**config.mk**
```make
export PLATFORM = sky130hd
export DESIGN_NAME = ram_arbiter
export DESIGN_NICKNAME = d
export VERILOG_FILES = /design/src/rtl/ram_arbiter.sv
export SDC_FILE = /design/constraint.sdc
export NUM_CORES = 1
export LEC_CHECK = 0
export CAP_MARGIN = 20
export CORE_ASPECT_RATIO = 0.75
export CORE_MARGIN = 3
export CORE_UTILIZATION = 35
export DETAILED_ROUTE_END_ITERATION = 8
export PLACE_DENSITY_LB_ADDON = 0.25
export SLEW_MARGIN = 25
export SYNTH_ARGS = -nofsm -noshare
export SYNTH_HDL_FRONTEND = slang
export SYNTH_SLANG_ARGS = --single-unit
```
**constraint.sdc**
```tcl
create_clock -name clk -period 4.2 [get_ports clk]
set_clock_uncertainty 0.05 [all_clocks]
set_input_delay 1.05 -clock clk [delete_from_list [all_inputs] [get_ports clk]]
set_output_delay 1.05 -clock clk [all_outputs]
set_load 0.02 [all_outputs]
```
**src/rtl/ram_arbiter.sv**
```systemverilog
// ram_arbiter: two-requester front end for a single-port strobe-protocol ram.
// Build option: define RAM_ARB_FIXED_PRIO_EN for fixed req0 priority on ties.
module ram_arbiter #(
    parameter int WORD_SIZE   = 27,
    parameter int WORD_AMOUNT = 37,
    localparam int ADDR_W     = $clog2(WORD_AMOUNT)
) (
    input  logic                 clk,
    input  logic                 rst,
    input  logic                 req0_valid,
    output logic                 req0_ready,
    input  logic                 req0_write,
    input  logic [ADDR_W-1:0]    req0_addr,
    input  logic [WORD_SIZE-1:0] req0_wdata,
    output logic                 req0_done,
    output logic                 req0_err,
    output logic [WORD_SIZE-1:0] req0_rdata,
    input  logic                 req1_valid,
    output logic                 req1_ready,
    input  logic                 req1_write,
    input  logic [ADDR_W-1:0]    req1_addr,
    input  logic [WORD_SIZE-1:0] req1_wdata,
    output logic                 req1_done,
    output logic                 req1_err,
    output logic [WORD_SIZE-1:0] req1_rdata,
    output logic [ADDR_W-1:0]    ram_address,
    output logic                 ram_select,
    output logic                 ram_operation,
    output logic [WORD_SIZE-1:0] ram_wdata,
    input  logic [WORD_SIZE-1:0] ram_rdata
);

    typedef enum logic [2:0] {
        IDLE,
        SETUP,
        STROBE,
        RELEASE,
        ERR
    } state_t;

    localparam logic [ADDR_W:0] LIMIT = (ADDR_W + 1)'(WORD_AMOUNT);

    state_t state;
    state_t next_state;

    logic                 grant;
    logic                 pick1;
    logic                 accept;
    logic                 bad;
    logic [ADDR_W-1:0]    sel_addr;
    logic                 sel_write;
    logic [WORD_SIZE-1:0] sel_wdata;

`ifdef RAM_ARB_FIXED_PRIO_EN
    // req0 wins whenever it is requesting
    assign pick1 = req1_valid & ~req0_valid;
`else
    logic last_grant;

    // round-robin: a tie goes to the requester not served last
    assign pick1 = req1_valid & (~req0_valid | ~last_grant);

    // remember the most recent winner, erroring requests included
    always_ff @(posedge clk or posedge rst) begin
        if (rst) begin
            last_grant <= 1'b1;
        end else if (accept) begin
            last_grant <= pick1;
        end
    end
`endif

    assign accept    = (state == IDLE) & (req0_valid | req1_valid);
    assign sel_addr  = pick1 ? req1_addr  : req0_addr;
    assign sel_write = pick1 ? req1_write : req0_write;
    assign sel_wdata = pick1 ? req1_wdata : req0_wdata;
    assign bad       = {1'b0, sel_addr} >= LIMIT;

    // state register
    always_ff @(posedge clk or posedge rst) begin
        if (rst) begin
            state <= IDLE;
        end else begin
            state <= next_state;
        end
    end

    // next-state logic
    always_comb begin
        next_state = state;
        unique case (state)
            IDLE: begin
                if (accept) begin
                    next_state = bad ? ERR : SETUP;
                end
            end
            SETUP:   next_state = STROBE;
            STROBE:  next_state = RELEASE;
            RELEASE: next_state = IDLE;
            ERR:     next_state = IDLE;
            default: next_state = IDLE;
        endcase
    end

    // FSM outputs: handshake, strobe and completion pulses
    always_comb begin
        req0_ready = 1'b0;
        req1_ready = 1'b0;
        ram_select = 1'b0;
        req0_done  = 1'b0;
        req1_done  = 1'b0;
        req0_err   = 1'b0;
        req1_err   = 1'b0;
        unique case (state)
            IDLE: begin
                req0_ready = ~rst;
                req1_ready = ~rst;
            end
            STROBE: begin
                ram_select = 1'b1;
            end
            RELEASE: begin
                req0_done = ~grant;
                req1_done = grant;
            end
            ERR: begin
                req0_err = ~grant;
                req1_err = grant;
            end
            default: ;
        endcase
    end

    // latch the winner and its access onto the ram bus; bus holds otherwise
    always_ff @(posedge clk or posedge rst) begin
        if (rst) begin
            grant         <= 1'b0;
            ram_address   <= '0;
            ram_operation <= 1'b0;
            ram_wdata     <= '0;
        end else if (accept) begin
            grant <= pick1;
            if (!bad) begin
                ram_address   <= sel_addr;
                ram_operation <= sel_write;
                ram_wdata     <= sel_wdata;
            end
        end
    end

    // capture read data as the strobe cycle ends
    always_ff @(posedge clk or posedge rst) begin
        if (rst) begin
            req0_rdata <= '0;
            req1_rdata <= '0;
        end else if (state == STROBE && !ram_operation) begin
            if (grant) begin
                req1_rdata <= ram_rdata;
            end else begin
                req0_rdata <= ram_rdata;
            end
        end
    end

endmodule

```
## After elaboration in Yosys (flattened, before gate mapping)

Index checks and enable logic that the tools add are counted.

- Bits in registers: 93
- Output and inout port bits: 95

- $lt $le $gt $ge: 1
- Eq/ne operators: 5
- Muxes and demuxes: 12
- Bitwise operators: 9
- Reductions and logical operators: 6

Operators with widths:

| cell | count |
|---|---|
| 2-to-1 mux 27 bit | 1 |
| one-hot mux 3 bit (3 select lines) | 1 |
| 2-to-1 mux 1 bit | 7 |
| == test 3 x 2 -> 1 bit, second input constant | 2 |
| >= comparator 6 bit, second input constant | 1 |
| 2-to-1 mux 3 bit | 2 |
| 2-to-1 mux 6 bit | 1 |
| AND reduction 2 bit | 3 |
| inverter 1 bit | 5 |
| == test 3 x 1 -> 1 bit, second input constant | 1 |
| == test 3 bit, second input constant | 1 |
| logical NOT 3 bit | 1 |
| bitwise AND 1 bit | 2 |
| inequality test 2 bit, second input constant | 1 |
| bitwise OR 1 bit | 2 |
| logical AND 1 bit | 1 |
| logical NOT 1 bit | 1 |

## Depth between registers and ports, before layout

- Depth after elaboration: 8
- Gate-level depth with buffers: 6
- Gate-level depth less buffers: 4

## Worst setup path after synthesis

Ideal clock, no wire load.

- Path type: input to output
- From: in rst
- To: out req1_ready
- Data arrival time: 2023 ps
- Required time: 3100 ps
- Slack: 1077 ps
- Stages on the path: 2
- Path through: nor4_1 buf_4

- Cells in the longest elaborated chain, start to end: 2

Ends and longest elaborated chain:

| what | RTL line | source |
|---|---|---|
| start: declaration | 9 | `input logic rst,` |
| inverter 1 bit | 117 | `req1_ready = ~rst;` |
| 2-to-1 mux 1 bit | 114 | `unique case (state)` |
| end: declaration | 19 | `output logic req1_ready,` |

No other way between the ends.

## Worst setup path in the final report

Ends and elaborated chain as after synthesis.

==> results_dict.tcl <==
set metrics [dict create \
    post_synth_mux_area_share_pct 23.9 \
    worstSetupEndpointType "output port" \
    hold_buffers 0 \
    number_of_antenna_violations_at_the_first_check_in_global_routing 0 \
    tns_ns 0 \
    cp_slowest_stage_delay_ns 0.67 \
    syn_inst_count 337 \
    pwr_density_cell_nw_per_um2 764 \
    areaGrowthSynthToFinish_pct 57.3 \
    post_cts.repair.setup_buffers 0 \
    total_power_mw 4.92 \
    status "finished, final reports clean" \
    synthSimpleGateAreaFrac_pct 12.3 \
    combinational_family_with_the_most_area_after_synthesis "multiplexers" \
    post-route-drc-count 0 \
    cts_resized 0 \
    max-vdd-ir-drop_mv 0.326 \
    critical-path-top-delay-family "buffers and inverters" \
    synth-adder-area-share_pct 0 \
    final_min_period_over_clock_period_pct 83.6 \
    hold_viol 0 \
    worst_setup_path_class "input pin to output port" \
    startpoint_type "input pin" \
    num_vias 3227 \
    grt_pass1_wl_um 16700 \
    ctsRootBufferMaster "clkbuf_16" \
    synth.ff_latch_count 93 \
    clk_transition_reported_paths_ns 0.07 \
    hold_path.class "flop to flop" \
    clock_tree.buffer_depth 2 \
    first_global_vias 3277 \
    cts-buffers-inserted 9 \
    setup_viol 0 \
    timing.critical_path.buf_inv 2 \
    total_global_routing_track_utilization_pct 16.4 \
    drt_first_pass_iters 4 \
    synth_compound_area_share_pct 3.30 \
    synth_seq_area_share_pct 56.9 \
    finalWeightedCongestion 0.738 \
    synth_cell_types 35 \
    drive_gt1_share_pct 16.4 \
    die_width_um 131 \
    synth.net_count 436 \
    vias_per_cell 4.80 \
    worstMarginPinSlew_ns 0.811 \
    leakagePower_nw 2.78 \
    floorplan.io_pins 194 \
    grt_overflow_total 0 \
    rsz0062_at_grt "no" \
    slew_viol_final 0 \
    worst-endpoint-arrival_ns 2.41 \
    cts.htree.levels 3 \
    routed_wirelength_um 10500 \
    cpMostUsedCell "clkdlybuf4s50_1" \
    timing.slew.headroom_pct 45.9 \
    effective_utilization_at_floorplan_pct 36.7 \
    die_h_um 99.7 \
    antenna_left 0 \
    synth.cell_area_um2 4090 \
    placement_rows 33 \
    die-area_um2 13000 \
    synthesis.yosys.warnings 0 \
    drt_iter0_markers 133 \
    antenna_cells 0 \
    critPathSlowestCell "clkdlybuf4s50_1" \
    worst_skew_pair.late_latency_ns 0.33 \
    post_layout_minimum_cycle_time_ns 3.51 \
    crit_chain "clkdlybuf4s50_1 -> nor4_1 -> clkdlybuf4s50_1" \
    postSynthAreaPerCell_um2 12.1 \
    wl_per_cell_um 15.6 \
    num-nets-final 626 \
    share_of_the_synthesized_netlist_area_taken_by_xor_and_xnor_gates_pct 0.214 \
    required_ns 3.10 \
    fmax_mhz 285 \
    grt_max_degree 48 \
    portBuffers 193 \
    crit_path_max_fanout 2 \
    cts_tree "done" \
    cap_viol_max_count 0 \
    place.detailed.hpwl_um 7940 \
    core_area_um2 11100 \
    tritoncts_num_sinks 93 \
]
==> worst reg2reg max path, delay by kind of cell (launching register included) <==
kind	cells	cell delay [ns]
flip-flops	1	0.49
buffers and inverters	1	0.43
multiplexers	1	0.40
AO/OA/AOI/OAI	2	0.39
AND/OR/NAND/NOR	1	0.36
==> per-stage QoR <==
stage | hold WS, ns | util [%] | cells | cell area [um2] | worst slack (ns)
after floorplan | 0.467 | - | 337 | 4090 | 0.681
after detailed placement | 0.425 | 54.9 | 656 | 6120 | 0.674
after global routing | 0.448 | 57.7 | 672 | 6440 | 0.542
final | 0.434 | 57.7 | 672 | 6440 | 0.688
after global placement | 0.416 | 54.9 | 656 | 6120 | 0.697
after CTS | 0.440 | 57.7 | 672 | 6440 | 0.663
==> placed cells by master, fill, tap and decap left out, drive strengths merged, types with 2 or more instances in the layout <==
master,n
clkdlybuf4s50,193
nand2,103
dfrtp,92
mux2,87
clkbuf,12
nor2,6
o21ai,4
clkinv,4
buf,4
inv,2
nor2b,2
nand3,2
a21oi,2
nor3,2
==> where the power goes <==
| group | leakage [nW] | total [mW] | switching (mW) | internal, mW |
|---|---|---|---|---|
| Clock | 0.153 | 0.828 | 0.331 | 0.497 |
| Combinational | 1.52 | 2.46 | 1.16 | 1.30 |
| Sequential | 1.10 | 1.62 | 0.264 | 1.36 |
==> layout make-up <==
type                    instances  area [um2]
fillers                       944        4710
flip-flops and latches         93        2330
clock inverters                 4        56.3
clock buffers                  12         256
inverters                       3        12.5
well taps                     140         175
repair buffers                197        1970
multi-input cells             223        1630
==> logic make-up (layout without fill, tap and decap cells) <==
kind of cell | count (synthesis) | in the layout
muxes | 87 | 87
and+or+nand+nor | 120 | 120
DFF | 93 | 93
AOI/OAI and AO/OA | 15 | 15
xor gates and xnor gates | 1 | 1
buffers and inverters | 21 | 216
==> worst paths after layout <==
kind	start	to	slack (ns)	cells after the start
worst min-delay path	ram_wdata[6]$_DFFE_PP0P_	ram_wdata[6]$_DFFE_PP0P_	0.43	1
worst max register to register	state[0]$_DFFE_PP0P_	ram_wdata[8]$_DFFE_PP0P_	1.96	5
max in group asynchronous	rst	last_grant$_DFFE_PP1P_	2.16	3
worst min register to register	ram_wdata[6]$_DFFE_PP0P_	ram_wdata[6]$_DFFE_PP0P_	0.43	1
min in group asynchronous	rst	req0_rdata[26]$_DFFE_PP0P_	1.15	2
worst max-delay path	rst	req1_ready	0.69	3
==> registers in the layout, summed over array words and instances, names as in the netlist <==
name,flops
grant,1
ram_operation,1
req1_rdata,27
last_grant,1
ram_wdata,27
ram_address,6
req0_rdata,27
state,3
==> synthesized netlist by cell type, drive strengths merged <==
cell    count  area [um2]
a311oi      1        26.3
dfstp       1        26.3
nor4bb      1        10.0
mux2       87         980
nor3        2        26.3
nor4b       1        8.76
nor2        6        22.5
o41ai       1        8.76
or3b        1        11.3
o22a        1        8.76
clkbuf      7        26.3
a21oi       2        10.0
a22o        1        8.76
a31o        1        8.76
and3        1        6.26
a31oi       1        6.26
xnor2       1        8.76
nor4        1        6.26
nor2b       2        12.5
a21boi      1        11.3
dfrtp      92        2300
nand3       2        10.0
buf        11         100
a211oi      1        12.5
inv         3        11.3
nand2     103         389
a21bo       1        10.0
o21ai       4        23.8
==> routing by layer <==
metal  share of wire [%]  track usage, %
met3                 6.2            4.88
met5                   0               0
met2                  53            28.7
met1                  40            19.6
met4                 1.1            4.27
(Power assumes the default switching activity.)
